<file path="src/rtl/clock_set_ctrl.sv">
// Front-panel key sequencer for the digital clock: time/alarm editing,
// counter load strobes, alarm arming and the timed alarm ring.
//
// state    | meaning
// ---------+---------------------------------------------------
// RUN      | normal display, ok toggles alarm arming
// SET_HOUR | editing the live hour, ok loads the hour counter
// SET_MIN  | editing the live minute, ok loads the minute counter
// SET_SEC  | editing the live second, ok loads the second counter
// AL_HOUR  | editing the alarm hour, ok stores it and arms the alarm
// AL_MIN   | editing the alarm minute, ok stores it and arms the alarm
// RING     | alarm sounding until dismissed or RING_SEC ticks elapse
module clock_set_ctrl #(
  parameter int unsigned RING_SEC = 60,
  parameter int unsigned HOUR_MAX = 23
) (
  input  logic       clk,
  input  logic       rst_n,
  input  logic       key_mode,
  input  logic       key_inc,
  input  logic       key_dec,
  input  logic       key_ok,
  input  logic       sec_tick,
  input  logic [4:0] cur_hour,
  input  logic [5:0] cur_min,
  input  logic [5:0] cur_sec,
  output logic [2:0] mode,
  output logic [5:0] set_val,
  output logic       set_hour,
  output logic       set_min,
  output logic       set_sec,
  output logic [2:0] alarm_set,
  output logic [5:0] alarm_val,
  output logic [4:0] al_hour,
  output logic [5:0] al_min,
  output logic       alarm_en,
  output logic       ring
);

  typedef enum logic [2:0] {
    RUN      = 3'd0,
    SET_HOUR = 3'd1,
    SET_MIN  = 3'd2,
    SET_SEC  = 3'd3,
    AL_HOUR  = 3'd4,
    AL_MIN   = 3'd5,
    RING     = 3'd6,
    ILLEGAL  = 3'd7
  } state_e;

  localparam logic [5:0] HOUR_MAX_W = 6'(HOUR_MAX);
  localparam logic [5:0] FIELD_MAX_W = 6'd59;
  localparam logic [5:0] RING_SEC_W = 6'(RING_SEC);

  state_e     state_q;
  logic [3:0] key_q, key_prev_q;
  logic [5:0] edit_q;
  logic [5:0] ring_cnt_q;
  logic       set_hour_q, set_min_q, set_sec_q;
  logic [2:0] alarm_set_q;
  logic [4:0] al_hour_q;
  logic [5:0] al_min_q;
  logic       alarm_en_q;
  logic       ring_q;

  logic       ev_mode, ev_inc, ev_dec, ev_ok;
  logic       step_up, step_dn, step;
  logic       is_hour_field;
  logic [5:0] edit_max;
  logic [5:0] edit_step;
  logic [5:0] ring_cnt_inc;
  logic       trigger;

  // key_q holds {ok, dec, inc, mode}; an event is a rise of the registered level
  assign ev_mode = key_q[0] & ~key_prev_q[0];
  assign ev_inc  = key_q[1] & ~key_prev_q[1];
  assign ev_dec  = key_q[2] & ~key_prev_q[2];
  assign ev_ok   = key_q[3] & ~key_prev_q[3];

  assign step_up = ev_inc & ~ev_dec;
  assign step_dn = ev_dec & ~ev_inc;
  assign step    = step_up | step_dn;

  assign is_hour_field = (state_q == SET_HOUR) || (state_q == AL_HOUR);
  assign edit_max      = is_hour_field ? HOUR_MAX_W : FIELD_MAX_W;

  always_comb begin
    edit_step = edit_q;
    if (step_up) begin
      edit_step = (edit_q >= edit_max) ? 6'd0 : edit_q + 6'd1;
    end else if (step_dn) begin
      edit_step = (edit_q == 6'd0) ? edit_max : edit_q - 6'd1;
    end
  end

  assign ring_cnt_inc = ring_cnt_q + 6'd1;

  assign trigger = (state_q == RUN) && alarm_en_q && sec_tick &&
                   (cur_hour == al_hour_q) && (cur_min == al_min_q) &&
                   (cur_sec == 6'd0);

  always_ff @(posedge clk or negedge rst_n) begin
    if (!rst_n) begin
      state_q     <= RUN;
      key_q       <= 4'b0;
      key_prev_q  <= 4'b0;
      edit_q      <= 6'd0;
      ring_cnt_q  <= 6'd0;
      set_hour_q  <= 1'b0;
      set_min_q   <= 1'b0;
      set_sec_q   <= 1'b0;
      alarm_set_q <= 3'b000;
      al_hour_q   <= 5'd0;
      al_min_q    <= 6'd0;
      alarm_en_q  <= 1'b0;
      ring_q      <= 1'b0;
    end else begin
      key_q       <= {key_ok, key_dec, key_inc, key_mode};
      key_prev_q  <= key_q;
      set_hour_q  <= 1'b0;
      set_min_q   <= 1'b0;
      set_sec_q   <= 1'b0;
      alarm_set_q <= 3'b000;

      case (state_q)
        RUN: begin
          if (trigger) begin
            state_q    <= RING;
            ring_q     <= 1'b1;
            ring_cnt_q <= 6'd0;
          end else if (ev_mode) begin
            state_q <= SET_HOUR;
            edit_q  <= {1'b0, cur_hour};
          end else if (ev_ok) begin
            alarm_en_q <= ~alarm_en_q;
          end
        end

        SET_HOUR: begin
          if (ev_mode) begin
            state_q <= SET_MIN;
            edit_q  <= cur_min;
          end else if (ev_ok) begin
            state_q    <= RUN;
            set_hour_q <= 1'b1;
          end else if (step) begin
            edit_q <= edit_step;
          end
        end

        SET_MIN: begin
          if (ev_mode) begin
            state_q <= SET_SEC;
            edit_q  <= cur_sec;
          end else if (ev_ok) begin
            state_q   <= RUN;
            set_min_q <= 1'b1;
          end else if (step) begin
            edit_q <= edit_step;
          end
        end

        SET_SEC: begin
          if (ev_mode) begin
            state_q     <= AL_HOUR;
            edit_q      <= {1'b0, al_hour_q};
            alarm_set_q <= 3'b001;
          end else if (ev_ok) begin
            state_q   <= RUN;
            set_sec_q <= 1'b1;
          end else if (step) begin
            edit_q <= edit_step;
          end
        end

        // alarm_set[0] stays high through the store-strobe cycle in RUN
        AL_HOUR: begin
          if (ev_mode) begin
            state_q     <= AL_MIN;
            edit_q      <= al_min_q;
            alarm_set_q <= 3'b001;
          end else if (ev_ok) begin
            state_q     <= RUN;
            al_hour_q   <= edit_q[4:0];
            alarm_en_q  <= 1'b1;
            alarm_set_q <= 3'b101;
          end else begin
            alarm_set_q <= 3'b001;
            if (step) edit_q <= edit_step;
          end
        end

        AL_MIN: begin
          if (ev_mode) begin
            state_q <= RUN;
          end else if (ev_ok) begin
            state_q     <= RUN;
            al_min_q    <= edit_q;
            alarm_en_q  <= 1'b1;
            alarm_set_q <= 3'b011;
          end else begin
            alarm_set_q <= 3'b001;
            if (step) edit_q <= edit_step;
          end
        end

        RING: begin
          if (ev_mode || ev_ok) begin
            state_q <= RUN;
            ring_q  <= 1'b0;
          end else if (sec_tick) begin
            ring_cnt_q <= ring_cnt_inc;
            if (ring_cnt_inc >= RING_SEC_W) begin
              state_q <= RUN;
              ring_q  <= 1'b0;
            end
          end
        end

        default: begin
          state_q <= RUN;
          ring_q  <= 1'b0;
        end
      endcase
    end
  end

  assign mode      = state_q;
  assign set_val   = edit_q;
  assign alarm_val = edit_q;
  assign set_hour  = set_hour_q;
  assign set_min   = set_min_q;
  assign set_sec   = set_sec_q;
  assign alarm_set = alarm_set_q;
  assign al_hour   = al_hour_q;
  assign al_min    = al_min_q;
  assign alarm_en  = alarm_en_q;
  assign ring      = ring_q;

endmodule

</file>
<file path="config.mk">
export PLATFORM = sky130hd
export DESIGN_NAME = clock_set_ctrl
export DESIGN_NICKNAME = d
export VERILOG_FILES = /design/src/rtl/clock_set_ctrl.sv
export SDC_FILE = /design/constraint.sdc
export NUM_CORES = 1
export LEC_CHECK = 0
export CORE_MARGIN = 5
export CORE_UTILIZATION = 43
export DETAILED_ROUTE_END_ITERATION = 10
export GPL_TIMING_DRIVEN = 0
export PLACE_DENSITY = 0.69
export SLEW_MARGIN = 30
export SYNTH_ARGS = -nofsm -noshare
export SYNTH_HDL_FRONTEND = slang
export SYNTH_SLANG_ARGS = --single-unit
</file>
<file path="constraint.sdc">
create_clock -name clk -period 4.09 [get_ports clk]
set_input_delay 0.818 -clock clk [delete_from_list [all_inputs] [get_ports clk]]
set_output_delay 0.818 -clock clk [all_outputs]
set_load 0.01 [all_outputs]
</file>
After elaboration in Yosys (flattened, before gate mapping)
Index checks and enable logic that the tools add are counted.
{ "totals": {"ff_bits": 42, "output_inout_bits": 34} }
{ "classes": {"n_addsub": 3, "n_eq_ne": 21, "bitwise": 16, "n_reduce_logical": 22, "n_lt_le_gt_ge": 2, "muxes": 53} }
{ "ops": {"columns": ["cell", "n"], "rows": [
  ["2-to-1 mux 6 bit", 17],
  ["2-to-1 mux 3 bit", 13],
  ["one-hot mux 6 bit (6 select lines)", 1],
  ["one-hot mux 3 bit (7 select lines)", 1],
  ["!= test 2 bit, second input constant", 9],
  ["2-to-1 mux 1 bit", 15],
  ["adder 6 x 1 -> 6 bit, second input constant", 2],
  ["logical NOT 6 bit", 2],
  ["one-hot mux 6 bit (2 select lines)", 1],
  ["AND reduction 4 bit", 3],
  ["== test 3 bit, second input constant", 3],
  ["!= test 3 bit, second input constant", 3],
  ["NOT 1 bit", 9],
  ["one-hot mux 3 bit (3 select lines)", 1],
  ["AND reduction 3 bit", 3],
  ["AND 1 bit", 6],
  ["== test 3 x 2 -> 1 bit, second input constant", 2],
  ["== test 6 bit", 1],
  ["greater-or-equal comparator 6 bit", 1],
  ["greater-or-equal comparator 6 bit, second input constant", 1],
  ["AND reduction 6 bit", 1],
  ["nonzero test 6 bit", 1],
  ["subtractor 6 x 1 -> 6 bit, second input constant", 1],
  ["== test 5 bit", 1],
  ["12 further kinds", 19]
]} }

Longest topological paths before layout
Gate-level depths: netlist (run 1).
{ "depth": {"depth_word": 10, "depth_mapped": 10, "depth_no_buf": 10} }

Worst setup path after synthesis (run 1)
Ideal clock, no wire load.
{ "synth_timing": {"path_kind": "reg2reg", "from": "register state_q[2], in the netlist mode[2]", "to": "register edit_q[1], in the netlist alarm_val[1]", "slack_ps": 1707, "synth_period_minus_slack_ps": 2383, "t_arrival_ps": 2262, "stages_incl_launch_ff": 11, "path_buffers": 0, "cell_sequence": "dfrtp_1 -> nand2b_1 -> a21oi_1 -> inv_1 -> ha_1 -> a21oi_1 -> o21ai_1 -> nor2_1 -> a221oi_1 -> o21ai_0 -> a22o_1"} }
{ "synth_via": {"elab_chain_len": 10, "elab_cells_between_ends": 29} }
{ "synth_lines": {"columns": ["element", "line_no", "source"], "rows": [
  ["start, declared", "55", "state_e state_q;"],
  ["start signal, assigned", "104", "state_q <= RUN;"],
  ["start signal, assigned", "128", "state_q <= RING;"],
  ["start signal, assigned", "132", "state_q <= SET_HOUR;"],
  ["== test 3 x 1 -> 1 bit or == test 3 bit (tied branches)", "84, 125", null],
  ["logical OR 1 bit", "84", "assign is_hour_field = (state_q == SET_HOUR) || (state_q == AL_HOUR);"],
  ["2-to-1 mux 6 bit", "85", "assign edit_max = is_hour_field ? HOUR_MAX_W : FIELD_MAX_W;"],
  ["greater-or-equal comparator 6 bit", "90", "edit_step = (edit_q >= edit_max) ? 6'd0 : edit_q + 6'd1;"],
  ["2-to-1 mux 6 bit", "90", null],
  ["2-to-1 mux 6 bit", "89", "if (step_up) begin"],
  ["2-to-1 mux 6 bit", null, null],
  ["2-to-1 mux 6 bit", "168", "end else if (ev_ok) begin"],
  ["2-to-1 mux 6 bit (on tied branches)", null, null],
  ["one-hot mux 6 bit (6 select lines)", "125", "case (state_q)"],
  ["end signal, assigned", "147", "edit_q <= edit_step;"],
  ["end signal, assigned", "189", "if (step) edit_q <= edit_step;"],
  ["end signal, assigned", "203", "if (step) edit_q <= edit_step;"],
  ["end, declared", "57", "logic [5:0] edit_q;"]
]} }
Parallel ways exist; a longest one is shown, timed or not. The select of a mux whose other input is x is not followed.
A chain may end at the register's enable or synchronous reset.

Worst setup path in the final report (run 1)
{ "layout_timing": {"from": "register state_q[0], in the netlist mode[0]", "to": "register edit_q[1], in the netlist alarm_val[1]"} }
Same word-level chain as after synthesis.

==> results of run 1 <==
## flip-flops by register name, summed over array words and instances (netlist names)
register    count
set_sec         1
set_min         1
alarm_val       6
ring_cnt_q      6
mode            3
ring            1
set_hour        1
alarm_set       3
key_prev_q      4
alarm_en        1
al_hour         5
al_min          6
key_q           4
## cells in the mapped netlist (4+ instances only)
cell	number
xor2_1	16
a211oi_1	4
o21ai_1	6
inv_1	11
ha_1	8
mux2_2	11
buf_2	5
nor2_1	16
clkbuf_1	10
buf_4	6
nand3_1	13
nor3_1	8
and3_1	6
a21oi_1	21
nand2b_1	9
a32oi_1	4
a31oi_1	5
nand2_1	27
dfrtp_1	42
o31ai_1	8
nor2b_1	7
or3_1	6
o21ai_0	16
## path summary, 6_finish.rpt
kind / start / end / slack [ns]
worst max-delay path: mode[0] / alarm_val[1] / 1.20
worst min-delay path: key_q[2] / key_prev_q[2] / 0.38
worst max register to register: mode[0] / alarm_val[1] / 1.20
worst min register to register: key_q[2] / key_prev_q[2] / 0.38
max in group asynchronous: rst_n / al_min[1] / 3.15
min in group asynchronous: rst_n / ring_cnt_q[2] / 0.47
## metrics by stage
| stage | setup WS, ns | power [W] |
|---|---|---|
| 4_1_cts | 1.25 | 0.00214 |
| 3_3_place_gp | 1.03 | 0.00180 |
| 2_1_floorplan | 1.71 | 0.00134 |
| 6_report | 1.20 | 0.00215 |
| 5_1_grt | 0.899 | 0.00229 |
| 3_5_place_dp | 1.01 | 0.00182 |
## cell usage in the layout, fill, tap and decap left out, types with 6 or more instances in the layout
master and instances:
nor2b_1 7, or3_1 6, buf_4 6, dfrtp_1 42, nand2_1 27, o31ai_1 8
inv_1 11, buf_2 6, nand3_1 13, and3_1 6, mux2_2 11, nor3_1 8
xor2_1 16, nor2_1 16, nand2b_1 9, clkdlybuf4s50_1 56, clkbuf_1 12, ha_1 8
o21ai_1 6, a21oi_1 21, o21ai_0 16
## layer usage
metal,part of all wire,up-vias
li1,-,1319
met1,0.47,1344
met2,0.45,129
met3,0.070,10
met4,0.0080,0
met5,0,-
## power breakdown
part	internal, W	switching (W)	total (W)
Sequential	0.000512	0.000137	0.000649
Clock	0.000183	0.000139	0.000321
Combinational	0.000541	0.000636	0.00118
## cell type report
cell class | instances | area, um2
Buffer | 23 | 115
Clock buffer | 7 | 76.3
Fill cell | 635 | 2980
Clock inverter | 1 | 30.0
Multi-Input combinational cell | 246 | 1680
Sequential cell | 42 | 1050
Timing Repair Buffer | 58 | 593
Inverter | 14 | 52.6
Tap cell | 80 | 100
## cell families after synthesis
group / count (synthesis) / synth area share
buffers and inverters: 37 / 0.0579
muxes: 15 / 0.0570
and+or+nand+nor: 110 / 0.211
AOI/OAI and AO/OA: 94 / 0.217
adders and majority gates: 8 / 0.0345
xor gates and xnor gates: 19 / 0.0600
DFF: 42 / 0.363
==> summary.txt, run 1 <==
Crit path largest cell delay: 0.49 ns
number of remaining DRC errors: 0
post-CTS setup buffer count: 0
GRT met3 Usage: 0.0410
FF+latch count, synth: 42
Buf/Inv on CP: 1
Finished Core Util: 0.553
Synth async-reset ratio: 1.00
post-synth top area share: 0.363
clk slew on worst S/H paths: 0.08 ns
CP dominant cell by count: a21oi_1
Die Height: 92.1 um
Worst slew margin: 0.497
Pleak: 1.60 nW
hold buffer count at CTS: 0
DR pass1 iterations: 7
Critical Path Fanout Max: 8
Core ar.: 0.00668 mm2
setup violators final: 0
area of the die: 0.00848 mm2
CP required: 4.28 ns
Port Buf Inserts: 57
final period utilization: 0.707
FP Rows: 30
met2 usage in global routing: 0.324
mean post-synth cell area: 8.92 um2
placed insts: 463
Pwr Density: 581 mW/mm2
nets: 422
area leader, netlist: dfrtp_1
crit-path leading delay family: compound AO/OA/AOI/OAI gates
Fmax: 0.346 GHz
area of the mapped netlist: 0.00290 mm2
Final Hold Viols: 0
Clock Skew: 0.00457 ns
post-route cell area: 0.00370 mm2
yosys warns: 0
Peak VDD IR: 0.220 mV
RSZ-0062 raised after global routing: no
post-CTS resize count: 0
Ant. Diodes: 0
initial core utilization: 0.434
Crit Path Class: reg -> reg
first-pass GRT wire length: 14000 um
drt initial violations: 370
Critical Path Source Type: flip-flop
Worst-Margin Slew: 0.748 ns
number of synthesized flops with an enable pin: 0
clk sinks: 42
layout cell share with drive strength beyond 1: 0.110
synth-to-layout area growth: 27.6%
Crit. path cell count: 10
slowest CP cell: a21oi_1
Die Wd: 92.1 um
min Tclk post-route: 2.89 ns
Worst Hold Depth: 0
HPWL after detailed placement: 6590 um
GRT Util Overall: 0.207
Syn Inst Count: 325
Top Ports: 58
Synth cell types: 65
CTS max path bufs: 2
Non-Filler Instances: 471
status: complete, no violations
CP endpoint kind: flip-flop
initial antenna violation count: 0
pins over their slew limit: 0
Seq/Total Area, Yosys: 0.363
RD Place Congestion: 0.936
WHS: 0.382 ns
global routing's busiest layer: met2
Synth Net Count: 357
Min-Delay Path Class: reg -> reg
Data arrival, critical path: 3.08 ns
vias: 2802
DRT antenna net count: 0
Cell Chain, Critical Path: nand2b_1 -> a21oi_1 -> inv_1 -> ha_1 -> a21oi_1 -> o21ai_1 -> nor2_1 -> a221oi_1 -> o21ai_0 -> a22o_1
Clk Latency, worst-skew pair: 0.29 ns
met1 Resource Use GR: 0.297
Placed Area: 0.00359 mm2
CTS tree: built
Main synth FF type: dfrtp_1
Total Wirelength: 8640 um
vias in the first global route: 2673
vias per std cell: 5.95
Setup TNS Final: 0 ns
Max Cap Viol: 0
largest cells by area after synthesis: dfrtp_1, xor2_1, mux2_2
largest net degree at the start of global routing: 25
H-tree levels: 2
grt ovf: 0
Clock Tree Root: clkbuf_8
Num CTS Buffers: 5
worst reg2reg path depth: 10
DR WL/cell: 18.3 um
Note: power is estimated with default switching activity, not from simulation.
==> run 2, diff against run 1 <==
clock period = 2.8 ns   (was 4.09 ns; I/O delays follow)
==> summary.txt, run 2 (same netlist as run 1, synthesis figures left out) <==
status: complete, no violations (unchanged)
Num CTS Buffers: 5 (unchanged)
Ant. Diodes: 0 (unchanged)
vias per std cell: 5.93 (was 5.95)
Total Wirelength: 8610 um (was 8640 um)
RD Place Congestion: 0.936 (unchanged)
initial core utilization: 0.434 (unchanged)
nets: 422 (unchanged)
post-route cell area: 0.00371 mm2 (was 0.00370 mm2)
register-to-register setup slack: 0.24 ns (was 1.20 ns)
Pleak: 1.60 nW (about the same)
Data arrival, critical path: 2.81 ns (was 3.08 ns)
layout cell share with drive strength beyond 1: 0.118 (was 0.110)
first-pass GRT wire length: 14000 um (about the same)
Non-Filler Instances: 471 (unchanged)
Min-Delay Path Class: in -> async (was reg -> reg)
pins over their slew limit: 0 (unchanged)
most frequent cells in the layout: clkdlybuf4s50_1, dfrtp_1, nand2_1, a21oi_1 (unchanged)
H-tree levels: 2 (unchanged)
worst reg2reg path depth: 9 (was 10)
Clock Skew: 0.00297 ns (was 0.00457 ns)
Setup TNS Final: 0 ns (unchanged)
number of remaining DRC errors: 0 (unchanged)
post-CTS setup buffer count: 0 (unchanged)
DR WL/cell: 18.3 um (about the same)
Crit path largest cell delay: 0.53 ns (was 0.49 ns)
vias: 2794 (was 2802)
RSZ-0062 raised after global routing: no (unchanged)
Pwr Density: 848 mW/mm2 (was 581 mW/mm2)
area of the die: 0.00848 mm2 (unchanged)
Critical Path Source Type: input port (was flip-flop)
FF-to-FF Start: mode[2] (was mode[0])
Cell Chain, Critical Path: clkdlybuf4s50_1 -> nor4b_1 -> and3_1 -> nand4_2 -> o2bb2ai_2 -> or3_1 -> a21boi_1 (was nand2b_1 -> a21oi_1 -> inv_1 -> ha_1 -> a21oi_1 -> o21ai_1 -> nor2_1 -> a221oi_1 -> o21ai_0 -> a22o_1)
most common cell after layout, fill and taps aside: clkdlybuf4s50_1 (unchanged)
Die Height: 92.1 um (unchanged)
Clk Latency, worst-skew pair: 0.29 ns (about the same)
Setup WS pre-CTS: -0.0235 ns (was 1.01 ns)
FP Rows: 30 (unchanged)
Critical Path Fanout Max: 10 (was 8)
Top Ports: 58 (unchanged)
drt initial violations: 389 (was 370)
synth-to-layout area growth: 28.2% (was 27.6%)
CP required: 3.02 ns (was 4.28 ns)
Clock Tree Root: clkbuf_8 (unchanged)
min Tclk post-route: 2.59 ns
Die Wd: 92.1 um (unchanged)
GRT Util Overall: 0.208 (was 0.207)
Core ar.: 0.00668 mm2 (unchanged)
HPWL after detailed placement: 6590 um (unchanged)
Peak VDD IR: 0.321 mV (was 0.220 mV)
Crit Path Class: in -> reg (was reg -> reg)
final setup margin: 0.205 ns (was 1.20 ns)
largest net degree at the start of global routing: 25 (unchanged)
Placed Area: 0.00359 mm2 (unchanged)
vias in the first global route: 2693 (was 2673)
final period utilization: 0.927
hold buffer count at CTS: 0 (unchanged)
Fmax: 0.385 GHz
DRT antenna net count: 0 (unchanged)
Worst-Margin Slew: 0.754 ns (was 0.748 ns)
DR pass1 iterations: 5 (was 7)
placed insts: 463 (unchanged)
Final Hold Viols: 0 (unchanged)
Port Buf Inserts: 57 (unchanged)
setup violators final: 0 (unchanged)
slowest CP cell: clkdlybuf4s50_1 (was a21oi_1)
CTS max path bufs: 2 (unchanged)
clk slew on worst S/H paths: 0.08 ns (about the same)
CP endpoint kind: flip-flop (unchanged)
reg2reg end: alarm_val[0] (was alarm_val[1])
Worst slew margin: 0.493 (was 0.497)
initial antenna violation count: 0 (unchanged)
grt ovf: 0 (unchanged)
CTS tree: built (unchanged)
clk sinks: 42 (unchanged)
Max Cap Viol: 0 (unchanged)
==> run 2: worst max path at each step <==
stage / end / startpoint / slack, ns
detailed placement: ring_cnt_q[4] / sec_tick / -0.02
global placement: alarm_val[0] / mode[0] / -0.02
CTS: alarm_val[1] / mode[0] / 0.12
global route: alarm_val[1] / mode[2] / 0.03
finish: ring_cnt_q[4] / sec_tick / 0.21
floorplan: alarm_val[1] / mode[2] / 0.42
==> run 2: worst max-delay path: cells and delay by family <==
| family | cells | cell delay, ns |
|---|---|---|
| and+or+nand+nor | 4 | 1.29 |
| AOI/OAI and AO/OA | 2 | 0.43 |
| buffers and inverters | 1 | 0.53 |
==> run 2: final cells by class <==
| type | count | area (um2) |
|---|---|---|
| plain buffers | 23 | 115 |
| clock buffers | 7 | 76.3 |
| clock inverters | 1 | 30.0 |
| fillers | 635 | 2970 |
| inverters | 14 | 52.6 |
| multi-input cells | 246 | 1690 |
| flip-flops and latches | 42 | 1050 |
| well taps | 80 | 100 |
| repair buffers | 58 | 593 |
==> run 2: where the power goes <==
group | internal [W] | switching (W)
registers | 0.000748 | 0.000199
clock network | 0.000267 | 0.000201
logic | 0.000796 | 0.000939
total | 0.00181 | 0.00134
==> run 2: per-layer routing <==
metal  share of wire  up-vias  routed length (um)  track usage
li1                -     1317                   -            -
met1            0.47     1351                4060        0.298
met2            0.45      116                3870        0.324
met3           0.070       10                 607       0.0418
met4          0.0087        0                  75       0.0433
met5               0        -                   0            0
==> run 2: what timing repair did <==
action | CTS | global route
resized for setup | 1 | 3
pin swaps | 0 | 1
setup endpoints to repair | 3 | 3
cloned | 0 | 0
endpoints found under the hold margin | 0 | 0
==> run 2: metrics by stage <==
stage,util,total power [W],hold slack (ns)
6_report,0.556,0.00315,0.216
5_1_grt,0.556,0.00337,0.240
4_1_cts,0.554,0.00313,0.219
3_5_place_dp,0.537,0.00265,0.371
3_3_place_gp,0.534,0.00263,0.365
2_1_floorplan,-,0.00196,0.264
==> run 3, diff against run 2 <==
ABC_AREA = 1   (was not set)
CAP_MARGIN = 10   (was not set)
PLACE_DENSITY = 0.68   (was 0.69)
TNS_END_PERCENT = 10   (was not set)
==> summary.txt, run 3 <==
status: complete, no violations (unchanged)
Max Cap Viol: 0 (unchanged)
Critical Path Source Type: flip-flop (was input port)
Non-Filler Instances: 597 (was 471)
H-tree levels: 2 (unchanged)
reg2reg end: alarm_val[4] (was alarm_val[0])
Finished Core Util: 0.561 (was 0.556)
most frequent cells in the layout: nand2_1, clkdlybuf4s50_1, inv_1, nor2_1, dfrtp_1 (was clkdlybuf4s50_1, dfrtp_1, nand2_1, a21oi_1)
FF-to-FF Start: mode[2] (unchanged)
Main synth FF type: dfrtp_1 (unchanged)
number of remaining DRC errors: 0 (unchanged)
Port Buf Inserts: 57 (unchanged)
Fmax: 0.416 GHz (was 0.385 GHz)
Die Height: 93.7 um (was 92.1 um)
Num CTS Buffers: 5 (unchanged)
mean post-synth cell area: 6.92 um2 (was 8.92 um2)
CP endpoint kind: flip-flop (unchanged)
multiplexer area fraction after synthesis: 0 (was 0.0570)
vias: 3063 (was 2794)
placed insts: 589 (was 463)
Seq/Total Area, Yosys: 0.349 (was 0.363)
slowest CP cell: dfrtp_1 (was clkdlybuf4s50_1)
clk sinks: 42 (unchanged)
vias per std cell: 5.13 (was 5.93)
Post-synth top cells: nand2_1, inv_1, nor2_1 (was dfrtp_1, nand2_1, a21oi_1)
vias in the first global route: 2900 (was 2693)
final setup margin: 0.397 ns (was 0.205 ns)
synth-to-layout area growth: 26.6% (was 28.2%)
Synth async-reset ratio: 1.00 (unchanged)
layout cell share with drive strength beyond 1: 0.102 (was 0.118)
FF+latch count, synth: 42 (unchanged)
Ant. Diodes: 0 (unchanged)
Peak VDD IR: 0.283 mV (was 0.321 mV)
Simple-Gate Fraction of Synth Area: 0.337 (was 0.211)
Filler Cell Count: 653 (was 635)
sequential cell area: 0.00105 mm2 (unchanged)
DR WL/cell: 14.4 um (was 18.3 um)
Synth Area in Compound Gates: 0.143 (was 0.217)
CTS max path bufs: 2 (unchanged)
XOR/XNOR share of the synthesized area: 0.0291 (was 0.0600)
Clock Tree Root: clkbuf_8 (unchanged)
hold buffer count at CTS: 0 (unchanged)
Clk Latency, worst-skew pair: 0.30 ns (was 0.29 ns)
Top Ports: 58 (unchanged)
Clock Skew: 0.00695 ns (was 0.00297 ns)
Pleak: 1.78 nW (was 1.60 nW)
Min-Delay Path Class: in -> async (unchanged)
Worst-Margin Slew: 0.456 ns (was 0.754 ns)
area of the mapped netlist: 0.00301 mm2 (was 0.00290 mm2)
DR pass1 iterations: 7 (was 5)
Data arrival, critical path: 2.62 ns (was 2.81 ns)
number of synthesized flops with an enable pin: 0 (unchanged)
area of the die: 0.00877 mm2 (was 0.00848 mm2)
final period utilization: 0.858 (was 0.927)
Critical Path Fanout Max: 8 (was 10)
DRT antenna net count: 0 (unchanged)
most numerous cell in the Yosys netlist: nand2_1 (was dfrtp_1)
GRT Util Overall: 0.203 (was 0.208)
crit-path leading delay family: simple AND/OR/NAND/NOR gates (unchanged)
Crit path largest cell delay: 0.50 ns (was 0.53 ns)
Setup WS pre-CTS: 0.354 ns (was -0.0235 ns)
Syn Inst Count: 435 (was 325)
Multi-input gate area: 0.00163 mm2 (was 0.00169 mm2)
area leader, netlist: dfrtp_1 (unchanged)
Core ar.: 0.00679 mm2 (was 0.00668 mm2)
pins over their slew limit: 0 (unchanged)
Final Hold Viols: 0 (unchanged)
yosys warns: 0 (unchanged)
adder-cell share of the synthesized area: 0.0333 (was 0.0345)
most common cell after layout, fill and taps aside: nand2_1 (was clkdlybuf4s50_1)
Synth cell types: 33 (was 65)
first-pass GRT wire length: 14000 um (about the same)
CP required: 3.01 ns (was 3.02 ns)
Worst slew margin: 0.695 (was 0.493)
Buf/Inv on CP: 3 (was 1)
register-to-register setup slack: 0.40 ns (was 0.24 ns)
largest cells by area after synthesis: dfrtp_1, nand2_1, o21ai_0 (was dfrtp_1, xor2_1, mux2_2)
min Tclk post-route: 2.40 ns (was 2.59 ns)
Crit Path Class: reg -> reg (was in -> reg)
setup violators final: 0 (unchanged)
RSZ-0062 raised after global routing: no (unchanged)
clk slew on worst S/H paths: 0.09 ns (was 0.08 ns)
Synth Net Count: 467 (was 357)
largest net degree at the start of global routing: 27 (was 25)
initial core utilization: 0.443 (was 0.434)
Total Wirelength: 8590 um (was 8610 um)
Pwr Density: 781 mW/mm2 (was 848 mW/mm2)
worst reg2reg path depth: 16 (was 9)
HPWL after detailed placement: 6770 um (was 6590 um)
CTS tree: built (unchanged)
FP Rows: 30 (unchanged)
Setup TNS Final: 0 ns (unchanged)
RD Place Congestion: 0.933 (was 0.936)
initial antenna violation count: 0 (unchanged)
post-synth top area share: 0.349 (was 0.363)
nets: 532 (was 422)
drt initial violations: 218 (was 389)
Cell Chain, Critical Path: inv_2 -> nand2_1 -> nand2_1 -> inv_1 -> ha_1 -> nand2_1 -> inv_1 -> nand2_1 -> nand3_1 -> nand2_1 -> nand4_1 -> nand2_1 -> nand2_1 -> nand2_1 -> nand2_1 -> a21oi_1 (was clkdlybuf4s50_1 -> nor4b_1 -> and3_1 -> nand4_2 -> o2bb2ai_2 -> or3_1 -> a21boi_1)
combinational family with the most area after synthesis: simple AND/OR/NAND/NOR gates (was compound AO/OA/AOI/OAI gates)
Die Wd: 93.7 um (was 92.1 um)
CP dominant cell by count: nand2_1
grt ovf: 0 (unchanged)
run 3: cell types whose count changed after synthesis, sizes merged, moves of 7 or more:
| cell | change |
|---|---|
| nand2 | +86 |
| inv | +43 |
| nor2 | +43 |
| o21ai | +27 |
| nand3 | +24 |
| xor2 | -13 |
| mux2 | -12 |
| clkbuf | -9 |
| nand2b | -9 |
| o31ai | -8 |
| and3 | -7 |
| nand4 | +7 |
| nor2b | -7 |
run 3: cells by family (layout without fill, tap and decap cells):
family | Yosys count | count (layout)
AO/OA/AOI/OAI | 74 | 74
flip-flops | 42 | 42
AND/OR/NAND/NOR | 228 | 228
XOR/XNOR | 10 | 10
adder cells (fa/ha/maj) | 8 | 8
buffers and inverters | 73 | 139
run 3: worst max path at each step:
stage	start	endpoint	slack, ns	cells after the start
6_report	mode[2]	alarm_val[4]	0.40	16
4_1_cts	mode[1]	alarm_val[4]	0.32	17
3_3_place_gp	rst_n	alarm_val[2]	0.04	1
3_5_place_dp	mode[1]	alarm_val[4]	0.35	17
2_1_floorplan	mode[1]	alarm_val[1]	0.69	17
5_1_grt	mode[1]	alarm_val[1]	0.10	17
run 3: power by group:
group          total (W)  internal, W  switching, W
Sequential      0.000834     0.000712      0.000123
Clock           0.000418     0.000179      0.000240
Combinational    0.00172     0.000736      0.000985
Total            0.00297      0.00163       0.00135
run 3: cell type report:
cell class / count / share of cell area
clock inverters: 3 / 0.00624
plain buffers: 16 / 0.0292
clock buffers: 5 / 0.0181
multi-input cells: 320 / 0.429
repair buffers: 58 / 0.154
inverters: 57 / 0.0562
flip-flops and latches: 42 / 0.276
well taps: 96 / 0.0315
run 3: repair_timing:
action,CTS,global route
gates resized for setup,0,1
endpoints found under the setup margin,0,1
setup buffers,0,0
hold endpoints to repair,0,0
run 3: per-layer routing:
layer | global-route usage | vias to the layer above | share of wire
li1 | - | 1529 | -
met3 | 0.0329 | 12 | 0.070
met4 | 0.0457 | 0 | 0.015
met2 | 0.340 | 104 | 0.47
met1 | 0.274 | 1418 | 0.45
met5 | 0 | - | 0
run 3: through the flow:
stage / hold slack (ns) / total power (W) / cell area (um2)
after global routing: 0.195 / 0.00322 / 3810
after global placement: 0.359 / 0.00253 / 3700
final: 0.179 / 0.00297 / 3810
after CTS: 0.185 / 0.00298 / 3810
after detailed placement: 0.365 / 0.00256 / 3710
after floorplan: 0.264 / 0.00193 / 3010
